### src/rtl/psum_stream_packer.sv
// psum_stream_packer
// Captures wide MAC partial-sum vectors into a two-entry ping-pong buffer and
// drains each one as an AXI4-Stream packet. Lanes go out either as raw
// sign-extended 32-bit words or requantised to int8 (shift, round, ReLU,
// saturate). A per-vector lane count trims the final beat.
module psum_stream_packer #(
    parameter int LANES  = 64,
    parameter int PSUM_W = 20,
    parameter int AXIS_W = 32
) (
    input  logic                       clk,
    input  logic                       rst,
    input  logic [LANES*PSUM_W-1:0]    psum_in,
    input  logic                       psum_valid,
    output logic                       psum_ready,
    input  logic [$clog2(LANES+1)-1:0] cfg_lanes,
    input  logic                       cfg_mode,
    input  logic                       cfg_relu,
    input  logic [4:0]                 cfg_shift,
    output logic [AXIS_W-1:0]          m_axis_tdata,
    output logic [AXIS_W/8-1:0]        m_axis_tkeep,
    output logic                       m_axis_tvalid,
    output logic                       m_axis_tlast,
    input  logic                       m_axis_tready,
    output logic                       vec_done,
    output logic                       busy
);

    localparam int LW      = $clog2(LANES + 1);
    localparam int LIW     = (LANES > 1) ? $clog2(LANES) : 1;
    localparam int KW      = AXIS_W / 8;
    localparam int LPB_RAW = AXIS_W / 32;
    localparam int LPB_I8  = AXIS_W / 8;
    // Wide enough to hold both the requantised value and the int8 limits.
    localparam int QW      = (PSUM_W + 1 > 9) ? PSUM_W + 1 : 9;

    typedef enum logic [1:0] {
        S_IDLE   = 2'd0,
        S_LOAD   = 2'd1,
        S_STREAM = 2'd2
    } state_t;

    // Clamp a requantised value into the int8 range.
    function automatic logic [7:0] sat_int8(input logic signed [QW-1:0] t);
        if (t > QW'(127)) begin
            return 8'h7F;
        end
        if (t < QW'(-128)) begin
            return 8'h80;
        end
        return t[7:0];
    endfunction

    // Round-half-up arithmetic right shift at PSUM_W+1 bits, optional ReLU,
    // then saturate to int8.
    function automatic logic [7:0] requant(input logic signed [PSUM_W-1:0] x,
                                           input logic [4:0]               shift,
                                           input logic                     relu);
        logic signed [PSUM_W:0] ext;
        logic signed [PSUM_W:0] rnd;
        logic signed [PSUM_W:0] t;
        ext = (PSUM_W + 1)'(x);
        rnd = '0;
        if (shift != 5'd0) begin
            rnd = (PSUM_W + 1)'(1) << (shift - 5'd1);
        end
        t = (ext + rnd) >>> shift;
        if (relu && t[PSUM_W]) begin
            t = '0;
        end
        return sat_int8(QW'(t));
    endfunction

    // Sign-extend a lane to a 32-bit word, zeroing negatives under ReLU.
    function automatic logic [31:0] raw_extend(input logic signed [PSUM_W-1:0] x,
                                               input logic                     relu);
        if (relu && x[PSUM_W-1]) begin
            return 32'd0;
        end
        return 32'(x);
    endfunction

    // Ping-pong capture buffer with per-entry configuration.
    logic signed [PSUM_W-1:0] ent_lane  [2][LANES];
    logic [LW-1:0]            ent_lanes [2];
    logic                     ent_mode  [2];
    logic                     ent_relu  [2];
    logic [4:0]               ent_shift [2];

    logic          wr_ptr;
    logic          rd_ptr;
    logic [1:0]    occ;
    logic          capture;
    logic [LW-1:0] eff_lanes;

    state_t        state;
    state_t        state_next;
    logic [LW-1:0] beat_cnt;
    logic          vld_p0;
    logic          entry_free;

    logic [AXIS_W-1:0] beat_data_p0;
    logic [KW-1:0]     beat_keep_p0;
    logic              beat_last_p0;
    int                beat_base;
    int                rd_lanes;

    assign psum_ready = (occ != 2'd2);
    assign capture    = psum_valid && psum_ready;
    assign busy       = (occ != 2'd0) || m_axis_tvalid;
    assign eff_lanes  = ((cfg_lanes == '0) || (int'(cfg_lanes) > LANES)) ? LW'(LANES) : cfg_lanes;

    // Write the incoming vector and its configuration into the write entry.
    always_ff @(posedge clk) begin
        if (capture) begin
            for (int i = 0; i < LANES; i++) begin
                ent_lane[wr_ptr][i] <= psum_in[i*PSUM_W +: PSUM_W];
            end
            ent_lanes[wr_ptr] <= eff_lanes;
            ent_mode[wr_ptr]  <= cfg_mode;
            ent_relu[wr_ptr]  <= cfg_relu;
            ent_shift[wr_ptr] <= cfg_shift;
        end
    end

    // Track buffer occupancy and the ping-pong pointers.
    always_ff @(posedge clk or posedge rst) begin
        if (rst) begin
            occ    <= 2'd0;
            wr_ptr <= 1'b0;
            rd_ptr <= 1'b0;
        end else begin
            if (capture) begin
                wr_ptr <= ~wr_ptr;
            end
            if (entry_free) begin
                rd_ptr <= ~rd_ptr;
            end
            case ({capture, entry_free})
                2'b10:   occ <= occ + 2'd1;
                2'b01:   occ <= occ - 2'd1;
                default: occ <= occ;
            endcase
        end
    end

    // Drain FSM state register.
    always_ff @(posedge clk or posedge rst) begin
        if (rst) begin
            state <= S_IDLE;
        end else begin
            state <= state_next;
        end
    end

    // Drain FSM next-state logic; a capture in the same cycle counts as a full entry.
    always_comb begin
        state_next = state;
        case (state)
            S_IDLE: begin
                if (capture || (occ != 2'd0)) begin
                    state_next = S_LOAD;
                end
            end
            S_LOAD: begin
                state_next = S_STREAM;
            end
            S_STREAM: begin
                if (entry_free) begin
                    state_next = ((occ == 2'd2) || capture) ? S_LOAD : S_IDLE;
                end
            end
            default: state_next = S_IDLE;
        endcase
    end

    // Drain FSM outputs: when to present a new beat and when an entry retires.
    always_comb begin
        vld_p0     = 1'b0;
        entry_free = 1'b0;
        case (state)
            S_LOAD: begin
                vld_p0 = 1'b1;
            end
            S_STREAM: begin
                if (m_axis_tvalid && m_axis_tready) begin
                    if (m_axis_tlast) begin
                        entry_free = 1'b1;
                    end else begin
                        vld_p0 = 1'b1;
                    end
                end
            end
            default: begin
                vld_p0     = 1'b0;
                entry_free = 1'b0;
            end
        endcase
    end

    // Format beat beat_cnt of the read entry; lanes past the active count stay zero.
    always_comb begin
        beat_data_p0 = '0;
        beat_keep_p0 = '0;
        beat_last_p0 = 1'b0;
        beat_base    = 0;
        rd_lanes     = int'(ent_lanes[rd_ptr]);
        if (ent_mode[rd_ptr]) begin
            beat_base    = int'(beat_cnt) * LPB_I8;
            beat_last_p0 = (beat_base + LPB_I8) >= rd_lanes;
            for (int j = 0; j < LPB_I8; j++) begin
                if (beat_base + j < rd_lanes) begin
                    beat_data_p0[j*8 +: 8] = requant(ent_lane[rd_ptr][LIW'(beat_base + j)],
                                                     ent_shift[rd_ptr], ent_relu[rd_ptr]);
                    beat_keep_p0[j]        = 1'b1;
                end
            end
        end else begin
            beat_base    = int'(beat_cnt) * LPB_RAW;
            beat_last_p0 = (beat_base + LPB_RAW) >= rd_lanes;
            for (int j = 0; j < LPB_RAW; j++) begin
                if (beat_base + j < rd_lanes) begin
                    beat_data_p0[j*32 +: 32] = raw_extend(ent_lane[rd_ptr][LIW'(beat_base + j)],
                                                          ent_relu[rd_ptr]);
                    beat_keep_p0[j*4 +: 4]   = 4'hF;
                end
            end
        end
    end

    // ---- stage p0 -> AXIS output register ----
    // Register the beat; outputs only change on load or after the last beat retires.
    always_ff @(posedge clk or posedge rst) begin
        if (rst) begin
            m_axis_tdata  <= '0;
            m_axis_tkeep  <= '0;
            m_axis_tlast  <= 1'b0;
            m_axis_tvalid <= 1'b0;
            beat_cnt      <= '0;
            vec_done      <= 1'b0;
        end else begin
            vec_done <= entry_free;
            if (vld_p0) begin
                m_axis_tdata  <= beat_data_p0;
                m_axis_tkeep  <= beat_keep_p0;
                m_axis_tlast  <= beat_last_p0;
                m_axis_tvalid <= 1'b1;
                beat_cnt      <= beat_cnt + LW'(1);
            end else if (entry_free) begin
                m_axis_tdata  <= '0;
                m_axis_tkeep  <= '0;
                m_axis_tlast  <= 1'b0;
                m_axis_tvalid <= 1'b0;
                beat_cnt      <= '0;
            end
        end
    end

endmodule

### config.mk
export PLATFORM = sky130hd
export DESIGN_NAME = psum_stream_packer
export DESIGN_NICKNAME = d
export VERILOG_FILES = /design/src/rtl/psum_stream_packer.sv
export SDC_FILE = /design/constraint.sdc
export NUM_CORES = 2
export LEC_CHECK = 0
export CORE_ASPECT_RATIO = 1.4
export CORE_UTILIZATION = 40
export DETAILED_ROUTE_END_ITERATION = 8
export SLEW_MARGIN = 20
export SYNTH_ARGS = -nofsm -noshare
export SYNTH_HDL_FRONTEND = slang
export SYNTH_SLANG_ARGS = --single-unit
export TNS_END_PERCENT = 50
### constraint.sdc
create_clock -name clk -period 58.1 [get_ports clk]
set_input_delay 11.62 -clock clk [delete_from_list [all_inputs] [get_ports clk]]
set_output_delay 11.62 -clock clk [all_outputs]
set_load 0.005 [all_outputs]
==> metrics.md <==
| Metric | Value |
|---|---|
| Synth Area per Inst | 13.9 sq um |
| Hold Path End | m_axis_tkeep[0] |
| Async set-reset flop share out of synthesis | 0.0197 |
| Post-synth top flop | edfxtp_1 |
| Slowest-stage cell, CP | buf_4 |
| Initial antenna violation count | about 300 |
| # Post-CTS Setup Buffers | 0 |
| RSZ-0062 raised after global routing | false |
| Crit end category | flip-flop |
| Fillers | roughly 28000 |
| Final TNS setup | 0 ps |
| Die ar. | 328000 sq um |
| Initial drt markers | 12713 |
| Final min period | roughly 17000 ps |
| DR vias/cell | between 6 and 7 |
| Die extent in x | slightly below 500 um |
| Fmax | 59.3 MHz |
| Sw Ratio | 0.459 |
| Clock Skew | between 80 and 90 ps |
| RePlAce Congestion | 1.02 |
| Chip height | 677 um |
| First-pass GRT wire length | between 700 and 800 mm |
| CP arrival | 17370 ps |
| Syn Std Cell Area | roughly 130000 sq um |
| Worst Setup Path Type | in2reg |
| Peak supply drop | around 0.040 mV |
| Drt wl/cell | 38.3 um |
| DRC Markers | 0 |
| Worst reg2reg endpoint | m_axis_tdata[27] |
| Core Box Area | 324000 sq um |
| Pwr dens | 61.7 nW/um^2 |
| Clock tree buffer depth | 4 |
| Final setup vio count | 0 |
| EDFF count, synth | roughly 2600 |
| CTS H-tree depth | 5 |
| Number of global-route vias before repair | ~94000 |
| Clk root buf | clkbuf_16 |
| CTS tree | yes |
| Worst Hold Slack | 508 ps |
| Internal | ~5.2 mW |
| Worst hold stages | 2 |
| HP Class | reg2reg |
| Startpoint Class | input port |
| Net switching power | roughly 4.4 mW |
| Seq pwr share | 0.284 |
| Critical path fanouts, max | 70 |
| Slew margin rel. | 0.149 |
| Syn. warnings | 0 |
| Final worst-path cycle share | 0.290 |
| CTS Buf Count | between 200 and 300 |
| Gr usage total | 0.344 |
| Fin. Hold Viols | 0 |
| Share of cells above drive strength 1 | 0.136 |
| Ports | roughly 1300 |
| Final core utilization | 0.485 |
| CP bufs+invs | 6 |
| Worst slew pin tran | roughly 1300 ps |
| Cell Chain, Critical Path | clkdlybuf4s50_1 -> and3_4 -> buf_4 -> buf_4 -> buf_4 -> buf_4 -> buf_4 |
| Top delay family on crit path | buffers and inverters |
| R2R depth | 27 |
| Initial core utilization | 0.403 |
| Max Cap Viol | 0 |
| Leak Pwr | between 50 and 60 nW |
| Outcome | finished, final reports clean |
| Max Slew Vio Count | 0 |
| Grt ovf | 0 |
| PortBufs | 1338 |
| Worst reg2reg setup slack | 47350 ps |
| Synthesized instance count | approximately 9400 |
| Largest net degree at the start of global routing | ~160 |
| Row cnt | 247 |
| Clock power frac | 0.180 |
| CTS Hold Bufs | 0 |
| Most common cell after layout, fill and taps aside | edfxtp_1 |
| Largest stage delay on the critical path | between 800 and 900 ps |
| Clock-pin transition on the worst setup and hold timing paths | about 60 ps |
| Post-detail-place hpwl | between 400 and 500 mm |
| Routed Wire Length | 582 mm |
| Final #Nets | approximately 12000 |
| Crit. path cell count | 7 |
| Logic pwr share | 0.536 |
| Most frequent cells in the layout | edfxtp_1, clkdlybuf4s50_1, mux2i_1, nand2_1, a21oi_1 |
| TritonCTS Sinks | between 2000 and 3000 |
| FF+latch count, synth | around 2600 |
| Most used cell, CP | buf_4 |
| Syn-to-layout area delta | 20.3% |
| Sequential area share after synthesis | 0.606 |
| CP required | 58600 ps |
| Post-Syn Nets | 10772 |
| DRT Pass-1 Iters | 8 |
| Worst hold start | m_axis_tkeep[0] |
| Clock Latency Late Sink | 910 ps |
| Reg-to-reg critical path startpoint | rd_ptr |
| Via count | around 97000 |
| Final antenna-violating net count | 0 |
| Synth cell types | roughly 140 |
| CTS resizes | 0 |
## state kept, by name, summed over array words and instances, names as in the netlist, 2 cells and up
register / cells
occ: 2
state: 2
ent_lanes: 14
beat_cnt: 7
ent_lane: 2560
ent_relu: 2
m_axis_tdata: 32
ent_mode: 2
m_axis_tkeep: 4
ent_shift: 10
## how the worst max path moves through the flow
stage,from,end
finish,psum_valid,ent_lane[1][860]
floorplan,psum_valid,ent_lane[0][0]
global placement,psum_valid,ent_lane[1][740]
detailed placement,psum_valid,ent_lane[1][940]
global route,psum_valid,ent_lane[1][860]
CTS,psum_valid,ent_lane[1][280]
## worst register-to-register path, stage by stage, from the launching register on
cell       delay, ps
dfrtp_4          840
buf_4            610
buf_12           490
buf_4            920
buf_4            690
mux2i_1          300
nand2_1           90
o21ai_0          120
o2bb2ai_1        180
a211oi_1          90
a311o_1          450
o31a_1           260
ha_1             310
ha_1             260
a21o_1           160
a21o_1           170
a31oi_1          760
a31oi_1          420
a311oi_2         700
o41ai_1          200
a21oi_1          370
nand2_1          250
a311oi_2         430
o21ai_1          110
o21a_1           200
or4_1            590
o41a_1           490
o211ai_1         210
## layout make-up
class / count / area [sq um] / share of cell area
clock inverters: 133 / 1320 / 0.00841
multi-input cells: 6013 / 47700 / 0.304
diodes: 205 / 513 / 0.00327
inverters: 53 / 231 / 0.00148
flip-flops and latches: 2640 / 79000 / 0.504
well taps: 4233 / 5300 / 0.0338
clock buffers: 342 / 7250 / 0.0462
repair buffers: 1599 / 15500 / 0.0989
## cells by family after synthesis
family,synth area share
simple gates,0.0719
xor+xnor,0.00800
fa+ha+maj,0.00800
flops,0.606
mux,0.146
buf+inv,0.0306
compound gates,0.129
## per-stage QoR
stage / power [mW] / cells / setup WS (ps) / cell area [sq um]
finish: 9.68 / 15218 / 41240 / 157000
global route: 9.97 / 15152 / 40910 / 157000
CTS: 9.59 / 15013 / 41200 / 156000
detailed placement: 7.85 / 14538 / 40260 / 148000
global placement: 7.80 / 14538 / 40340 / 148000
floorplan: 6.51 / 9398 / 11940 / 130000
## routing by layer
metal / vias to the layer above / wire length (um) / track usage
li1: 40179 / - / -
met1: 48947 / 202000 / 0.399
met2: 6203 / 273000 / 0.551
met3: 1512 / 58800 / 0.0881
met4: 116 / 47300 / 0.257
met5: - / 742 / 0
## power groups by stage
stage	Sequential, mW	Combinational, mW	Clock, mW
2_1_floorplan	3.41	3.10	0
6_report	2.75	5.19	1.74
3_3_place_gp	2.77	5.03	0
3_5_place_dp	2.79	5.06	0
4_1_cts	2.75	5.08	1.76
5_1_grt	2.79	5.36	1.83
## cells in the mapped netlist, types with 39 or more instances
master	number	area, sq um
a2111oi_0	53	464
a211oi_1	320	2400
a21o_1	46	345
a21oi_1	541	2710
a221oi_1	45	394
a22oi_1	93	698
a31oi_1	84	526
and2_1	46	288
buf_1	107	402
buf_2	181	906
buf_4	62	465
clkbuf_1	278	1040
dfrtp_1	52	1300
edfxtp_1	2588	77700
ha_1	76	951
inv_1	49	184
mux2_2	266	3000
mux2i_1	855	8560
mux4_2	320	7210
nand2_1	685	2570
nand3_1	111	556
nor2_1	491	1840
nor2b_1	213	1330
nor3_1	112	561
nor4_1	39	244
o211ai_1	126	946
o21ai_0	347	1740
o221ai_1	42	368
o22ai_1	123	769
xnor2_1	73	639
(Power assumes the default switching activity.)
